<file path="config.mk">
export PLATFORM = sky130hd
export DESIGN_NAME = pipeline_hazard_ctrl
export DESIGN_NICKNAME = d
export VERILOG_FILES = /design/src/rtl/pipe_ctrl_pkg.sv /design/src/rtl/pipeline_hazard_ctrl_hazard_detect.sv /design/src/rtl/pipeline_hazard_ctrl.sv
export SDC_FILE = /design/constraint.sdc
export NUM_CORES = 1
export LEC_CHECK = 0
export CORE_ASPECT_RATIO = 0.6
export CORE_MARGIN = 8
export CORE_UTILIZATION = 38
export DETAILED_ROUTE_END_ITERATION = 8
export PLACE_DENSITY = 0.91
export RECOVER_POWER = 100
export SLEW_MARGIN = 20
export SYNTH_ARGS = -nofsm -noshare
export SYNTH_HDL_FRONTEND = slang
export SYNTH_SLANG_ARGS = --single-unit
</file>
<file path="constraint.sdc">
create_clock -name clk -period 2.5 [get_ports clk]
set_input_delay 0.375 -clock clk [delete_from_list [all_inputs] [get_ports clk]]
set_output_delay 0.375 -clock clk [all_outputs]
set_load 0.03 [all_outputs]
</file>
<file path="src/rtl/pipe_ctrl_pkg.sv">
// rtl/pipe_ctrl_pkg.sv - shared types and constants for the pipeline hazard controller
package pipe_ctrl_pkg;

  localparam int XLEN_DEFAULT = 32;
  localparam logic [4:0] REG_ZERO = 5'd0;

  typedef enum logic {
    RUN   = 1'b0,
    FLUSH = 1'b1
  } ctrl_state_t;

endpackage

</file>
<file path="src/rtl/pipeline_hazard_ctrl_hazard_detect.sv">
// rtl/pipeline_hazard_ctrl_hazard_detect.sv - combinational decode-operand vs ex/mem destination compare
module hazard_detect
  import pipe_ctrl_pkg::*;
(
  input  logic       id_valid,
  input  logic       id_uses_rs1,
  input  logic       id_uses_rs2,
  input  logic [4:0] id_rs1,
  input  logic [4:0] id_rs2,
  input  logic       ex_valid,
  input  logic       ex_rd_we,
  input  logic [4:0] ex_rd,
  input  logic       mem_valid,
  input  logic       mem_rd_we,
  input  logic [4:0] mem_rd,
  output logic       hazard
);

  logic ex_wr;
  logic mem_wr;
  logic rs1_hit;
  logic rs2_hit;

  // A source conflicts when any in-flight writer targets it; r0 is hardwired and never conflicts.
  always_comb begin
    ex_wr   = ex_valid && ex_rd_we;
    mem_wr  = mem_valid && mem_rd_we;
    rs1_hit = id_uses_rs1 && (id_rs1 != REG_ZERO) &&
              ((ex_wr && (ex_rd == id_rs1)) || (mem_wr && (mem_rd == id_rs1)));
    rs2_hit = id_uses_rs2 && (id_rs2 != REG_ZERO) &&
              ((ex_wr && (ex_rd == id_rs2)) || (mem_wr && (mem_rd == id_rs2)));
    hazard  = id_valid && (rs1_hit || rs2_hit);
  end

endmodule

</file>
<file path="src/rtl/pipeline_hazard_ctrl.sv">
// rtl/pipeline_hazard_ctrl.sv - stall/flush/redirect sequencing; optional counters under PIPE_CTRL_PERF_EN
module pipeline_hazard_ctrl
  import pipe_ctrl_pkg::*;
#(
  parameter int XLEN         = XLEN_DEFAULT,
  parameter int FLUSH_CYCLES = 2
) (
  input  logic            clk,
  input  logic            rst_n,
  input  logic            id_valid,
  input  logic            id_uses_rs1,
  input  logic            id_uses_rs2,
  input  logic [4:0]      id_rs1,
  input  logic [4:0]      id_rs2,
  input  logic            id_is_jump,
  input  logic [XLEN-1:0] id_jump_target,
  input  logic            ex_valid,
  input  logic            ex_rd_we,
  input  logic [4:0]      ex_rd,
  input  logic            mem_valid,
  input  logic            mem_rd_we,
  input  logic [4:0]      mem_rd,
  input  logic            br_resolve,
  input  logic            br_mispredict,
  input  logic [XLEN-1:0] br_correct_pc,
`ifdef PIPE_CTRL_PERF_EN
  output logic [31:0]     perf_stall_cycles,
  output logic [31:0]     perf_flush_cycles,
  output logic [31:0]     perf_mispredicts,
`endif
  output logic            pc_stall,
  output logic            id_stall,
  output logic            id_flush,
  output logic            ex_bubble,
  output logic            redirect_valid,
  output logic [XLEN-1:0] redirect_pc
);

  localparam int CNT_W = (FLUSH_CYCLES < 1) ? 1 : $clog2(FLUSH_CYCLES + 1);

  ctrl_state_t      state;
  ctrl_state_t      next_state;
  logic [CNT_W-1:0] flush_cnt;
  logic             hazard;
  logic             mispredict;
  logic             jump_take;

  hazard_detect u_hazard_detect (
    .id_valid    (id_valid),
    .id_uses_rs1 (id_uses_rs1),
    .id_uses_rs2 (id_uses_rs2),
    .id_rs1      (id_rs1),
    .id_rs2      (id_rs2),
    .ex_valid    (ex_valid),
    .ex_rd_we    (ex_rd_we),
    .ex_rd       (ex_rd),
    .mem_valid   (mem_valid),
    .mem_rd_we   (mem_rd_we),
    .mem_rd      (mem_rd),
    .hazard      (hazard)
  );

  // Event decode: a mispredict is honoured in any state, a jump only while running.
  always_comb begin
    mispredict = br_resolve && br_mispredict;
    jump_take  = (state == RUN) && id_valid && id_is_jump;
  end

  // State register.
  always_ff @(posedge clk or negedge rst_n) begin
    if (!rst_n) begin
      state <= RUN;
    end else begin
      state <= next_state;
    end
  end

  // Next state and control outputs; mispredict outranks jump, jump outranks hazard, and all are zero in reset.
  always_comb begin
    next_state = state;
    pc_stall   = 1'b0;
    id_stall   = 1'b0;
    id_flush   = 1'b0;
    ex_bubble  = 1'b0;
    if (rst_n) begin
      if (state == FLUSH) begin
        id_flush  = 1'b1;
        ex_bubble = 1'b1;
        if (flush_cnt == CNT_W'(1)) begin
          next_state = RUN;
        end
      end else if (!mispredict) begin
        if (jump_take) begin
          id_flush = 1'b1;
        end else if (hazard) begin
          pc_stall  = 1'b1;
          id_stall  = 1'b1;
          ex_bubble = 1'b1;
        end
      end
      if (mispredict) begin
        next_state = FLUSH;
      end
    end
  end

  // Flush counter: reloaded by every mispredict, counts down while squashing.
  always_ff @(posedge clk or negedge rst_n) begin
    if (!rst_n) begin
      flush_cnt <= '0;
    end else if (mispredict) begin
      flush_cnt <= CNT_W'(FLUSH_CYCLES);
    end else if (state == FLUSH) begin
      flush_cnt <= flush_cnt - CNT_W'(1);
    end
  end

  // Redirect pulse and target; the target holds between pulses.
  always_ff @(posedge clk or negedge rst_n) begin
    if (!rst_n) begin
      redirect_valid <= 1'b0;
      redirect_pc    <= '0;
    end else if (mispredict) begin
      redirect_valid <= 1'b1;
      redirect_pc    <= br_correct_pc;
    end else if (jump_take) begin
      redirect_valid <= 1'b1;
      redirect_pc    <= id_jump_target;
    end else begin
      redirect_valid <= 1'b0;
    end
  end

`ifdef PIPE_CTRL_PERF_EN
  // Saturating event counters: hazard-stall cycles, FLUSH cycles, mispredict events.
  always_ff @(posedge clk or negedge rst_n) begin
    if (!rst_n) begin
      perf_stall_cycles <= '0;
      perf_flush_cycles <= '0;
      perf_mispredicts  <= '0;
    end else begin
      if (pc_stall && (perf_stall_cycles != '1)) begin
        perf_stall_cycles <= perf_stall_cycles + 32'd1;
      end
      if ((state == FLUSH) && (perf_flush_cycles != '1)) begin
        perf_flush_cycles <= perf_flush_cycles + 32'd1;
      end
      if (mispredict && (perf_mispredicts != '1)) begin
        perf_mispredicts <= perf_mispredicts + 32'd1;
      end
    end
  end
`endif

endmodule

</file>
==> reports/results.ini <==
[yosys]
netlist_top_cells_area = dfrtp_1 (46%), mux2i_1 (16%), xnor2_1 (9.4%)
synth_flop_cell = dfrtp_1
syn-num-nets = 295
synth_seq_cells = 36
ys_warn_count = 0
synth_cell_types = 27
synth_top_cell_by_area = dfrtp_1
syn_inst = 198
synth_top_cell_area_share_pct = 46.1
synthArstFlopShare_pct = 100
synth_edf_count = 0
avgSynthCellArea_um2 = 9.86
syn-cell-area_um2 = 1950
ys_seq_area_share_pct = 46.1

[clock_tree]
cts-hold-fix-buffers = 0
clkSlewWorstSetupHoldPaths_ns = 0.08
cts_sinks = 36
cts_buffer_depth = 2
cts_tree = built
htree_levels = 2
clk_latency_ns = 0.28
cts_buffers = 5
cts_root_buf = clkbuf_8

[status]
status = complete, no violations

[die]
die_h_um = 71.5
start_util_pct = 39.0
die_w_um = 109
pin_count = 133
dieArea_um2 = 7760
core_um2 = 5000
rows = 20

[drt]
routedWlPerCell_um = 16.8
first_pass_iters = 4
drcViolationCount = 0
drt-vias-per-instance = 4.89
vias = 1954
routed_wl_mm = 6.71
first_iter_violations = 57
ant_nets = 0

[sta]
worstMarginPinSlew_ns = 1.14
min_period_ns = 2.44
setup_tns_ns = 0
final_hold_viol_count = 0
slew_headroom_pct = 23.9
setup_viol = 0
drv_slew = 0
fin_skew_ns = 0.00940
fmax_ghz = 0.409
post-route-period-util_pct = 97.8
whs_ns = 0.283

[final_layout]
nets = 430
mostFrequentLayoutCells = clkdlybuf4s50_1 (90), dfrtp_1 (36), dlygate4sd3_1 (34)
fin_cells = 400
final_common_cell = clkdlybuf4s50_1
diodes = 0
drive_gt1_share_pct = 8.08
fillers = 402
design_area_um2 = 3480
syn_to_final_growth_pct = 78.2
final_util_pct = 69.5

[placed_design]
placed_area_um2 = 3340
dp_hpwl_mm = 5.52
io_buffers = 132
gp_congestion = 0.959
placed_cells = 392

[grt]
grt_remaining_overflow = 0
grt_pass1_vias = 2120
grt_pass1_wl_mm = 10.8
grt_max_degree = 66
globalRouteTotalUtil_pct = 17.3
antenna_found_initial = 0

[pwr]
ir_worst_vdd_mv = 0.398
power_density_nw_per_um2 = 714
power_leakage_nw = 1.50

[critical_path]
critPathLaunchType = primary input
r2r_slack_ns = 0.56
crit_path_max_fanout = 2
cp.arrival_ns = 2.07
r2r-start = state$_DFFE_PN0P_
cp_data_required_time_ns = 2.12
r2r_end = redirect_pc[27]$_DFFE_PN0P_
path_class = in -> out
reg2regPathDepth = 4
critPathCaptureType = output port

[hold_path]
hold_class = in -> async

[run]
drv_cap = 0

[stage by stage]
stage                     power, mW  setup WS [ns]
after floorplan                1.48         0.0789
after global placement         2.03         0.0991
after detailed placement       2.07        -0.0240
after CTS                      2.58        0.00671
after global routing           2.64        -0.0126
final                          2.48         0.0550
[report_power, final]
group	internal, mW	switching (mW)
combinational	0.495	0.640
sequential	0.753	0.0972
clock	0.295	0.205
[flip-flops by register name (all words and copies together), names as in the netlist]
signal and flops:
flush_cnt 2, redirect_pc 32, redirect_valid 1, state 1
[worst max path at each step]
| stage | endpoint | slack, ns | cells after the start | startpoint |
|---|---|---|---|---|
| floorplan | pc_stall | 0.08 | 6 | state$_DFFE_PN0P_ |
| global placement | pc_stall | 0.1 | 7 | id_rs1[1] |
| detailed placement | pc_stall | -0.02 | 8 | id_rs1[2] |
| CTS | pc_stall | 0.007 | 7 | id_rs1[1] |
| global route | pc_stall | -0.01 | 8 | id_rs1[2] |
| finish | pc_stall | 0.06 | 8 | id_rs1[2] |
[cells in the mapped netlist (2+ instances only)]
| library cell | n |
|---|---|
| a21oi_1 | 33 |
| buf_2 | 9 |
| dfrtp_1 | 36 |
| inv_1 | 3 |
| mux2i_1 | 32 |
| nand2_1 | 3 |
| nand3_1 | 5 |
| nand4_1 | 4 |
| nor2_1 | 32 |
| nor3_1 | 2 |
| o22ai_1 | 2 |
| or4_1 | 2 |
| xnor2_1 | 21 |
[layout make-up]
class                      count  area, um2  share of cell area [%]
clock buffer                   5       68.8                    1.98
clock inverter                 3       42.5                    1.22
inverter                       3       11.3                   0.324
multi-input combinational    147       1010                    29.0
sequential                    36        901                    25.9
tap                           66       82.6                    2.37
timing repair buffer         140       1370                    39.2
[repair_timing]
item / 4_1_cts / 5_1_grt
endpoints found under the setup margin: 2 / 3
setup buffers: 0 / 0
endpoints found under the hold margin: 0 / 0
pin swaps: 1 / 3
gates resized for setup: 2 / 7
[per-layer routing]
layer / share of wire [%] / track usage [%]
met5: 0 / 0
met4: 1.2 / 3.62
met3: 9.4 / 7.34
met2: 49 / 28.8
met1: 41 / 20.2
[kinds of logic after synthesis]
| logic type | Yosys count | share of synthesized area (%) |
|---|---|---|
| and+or+nand+nor | 50 | 11.3 |
| buffers and inverters | 15 | 3.65 |
| xor gates and xnor gates | 21 | 9.42 |
| AOI/OAI and AO/OA | 43 | 12.5 |
| adders and majority gates | 1 | 0.641 |
| muxes | 32 | 16.4 |
| DFF | 36 | 46.1 |
[worst max-delay path, stage by stage]
cell and delay, ns:
clkdlybuf4s50_1 0.44, buf_4 0.17, xnor2_2 0.14, nand4_1 0.12
o22ai_2 0.21, a22oi_2 0.13, nor3b_2 0.28, buf_4 0.22
Power figures use the tool's default switching activity.
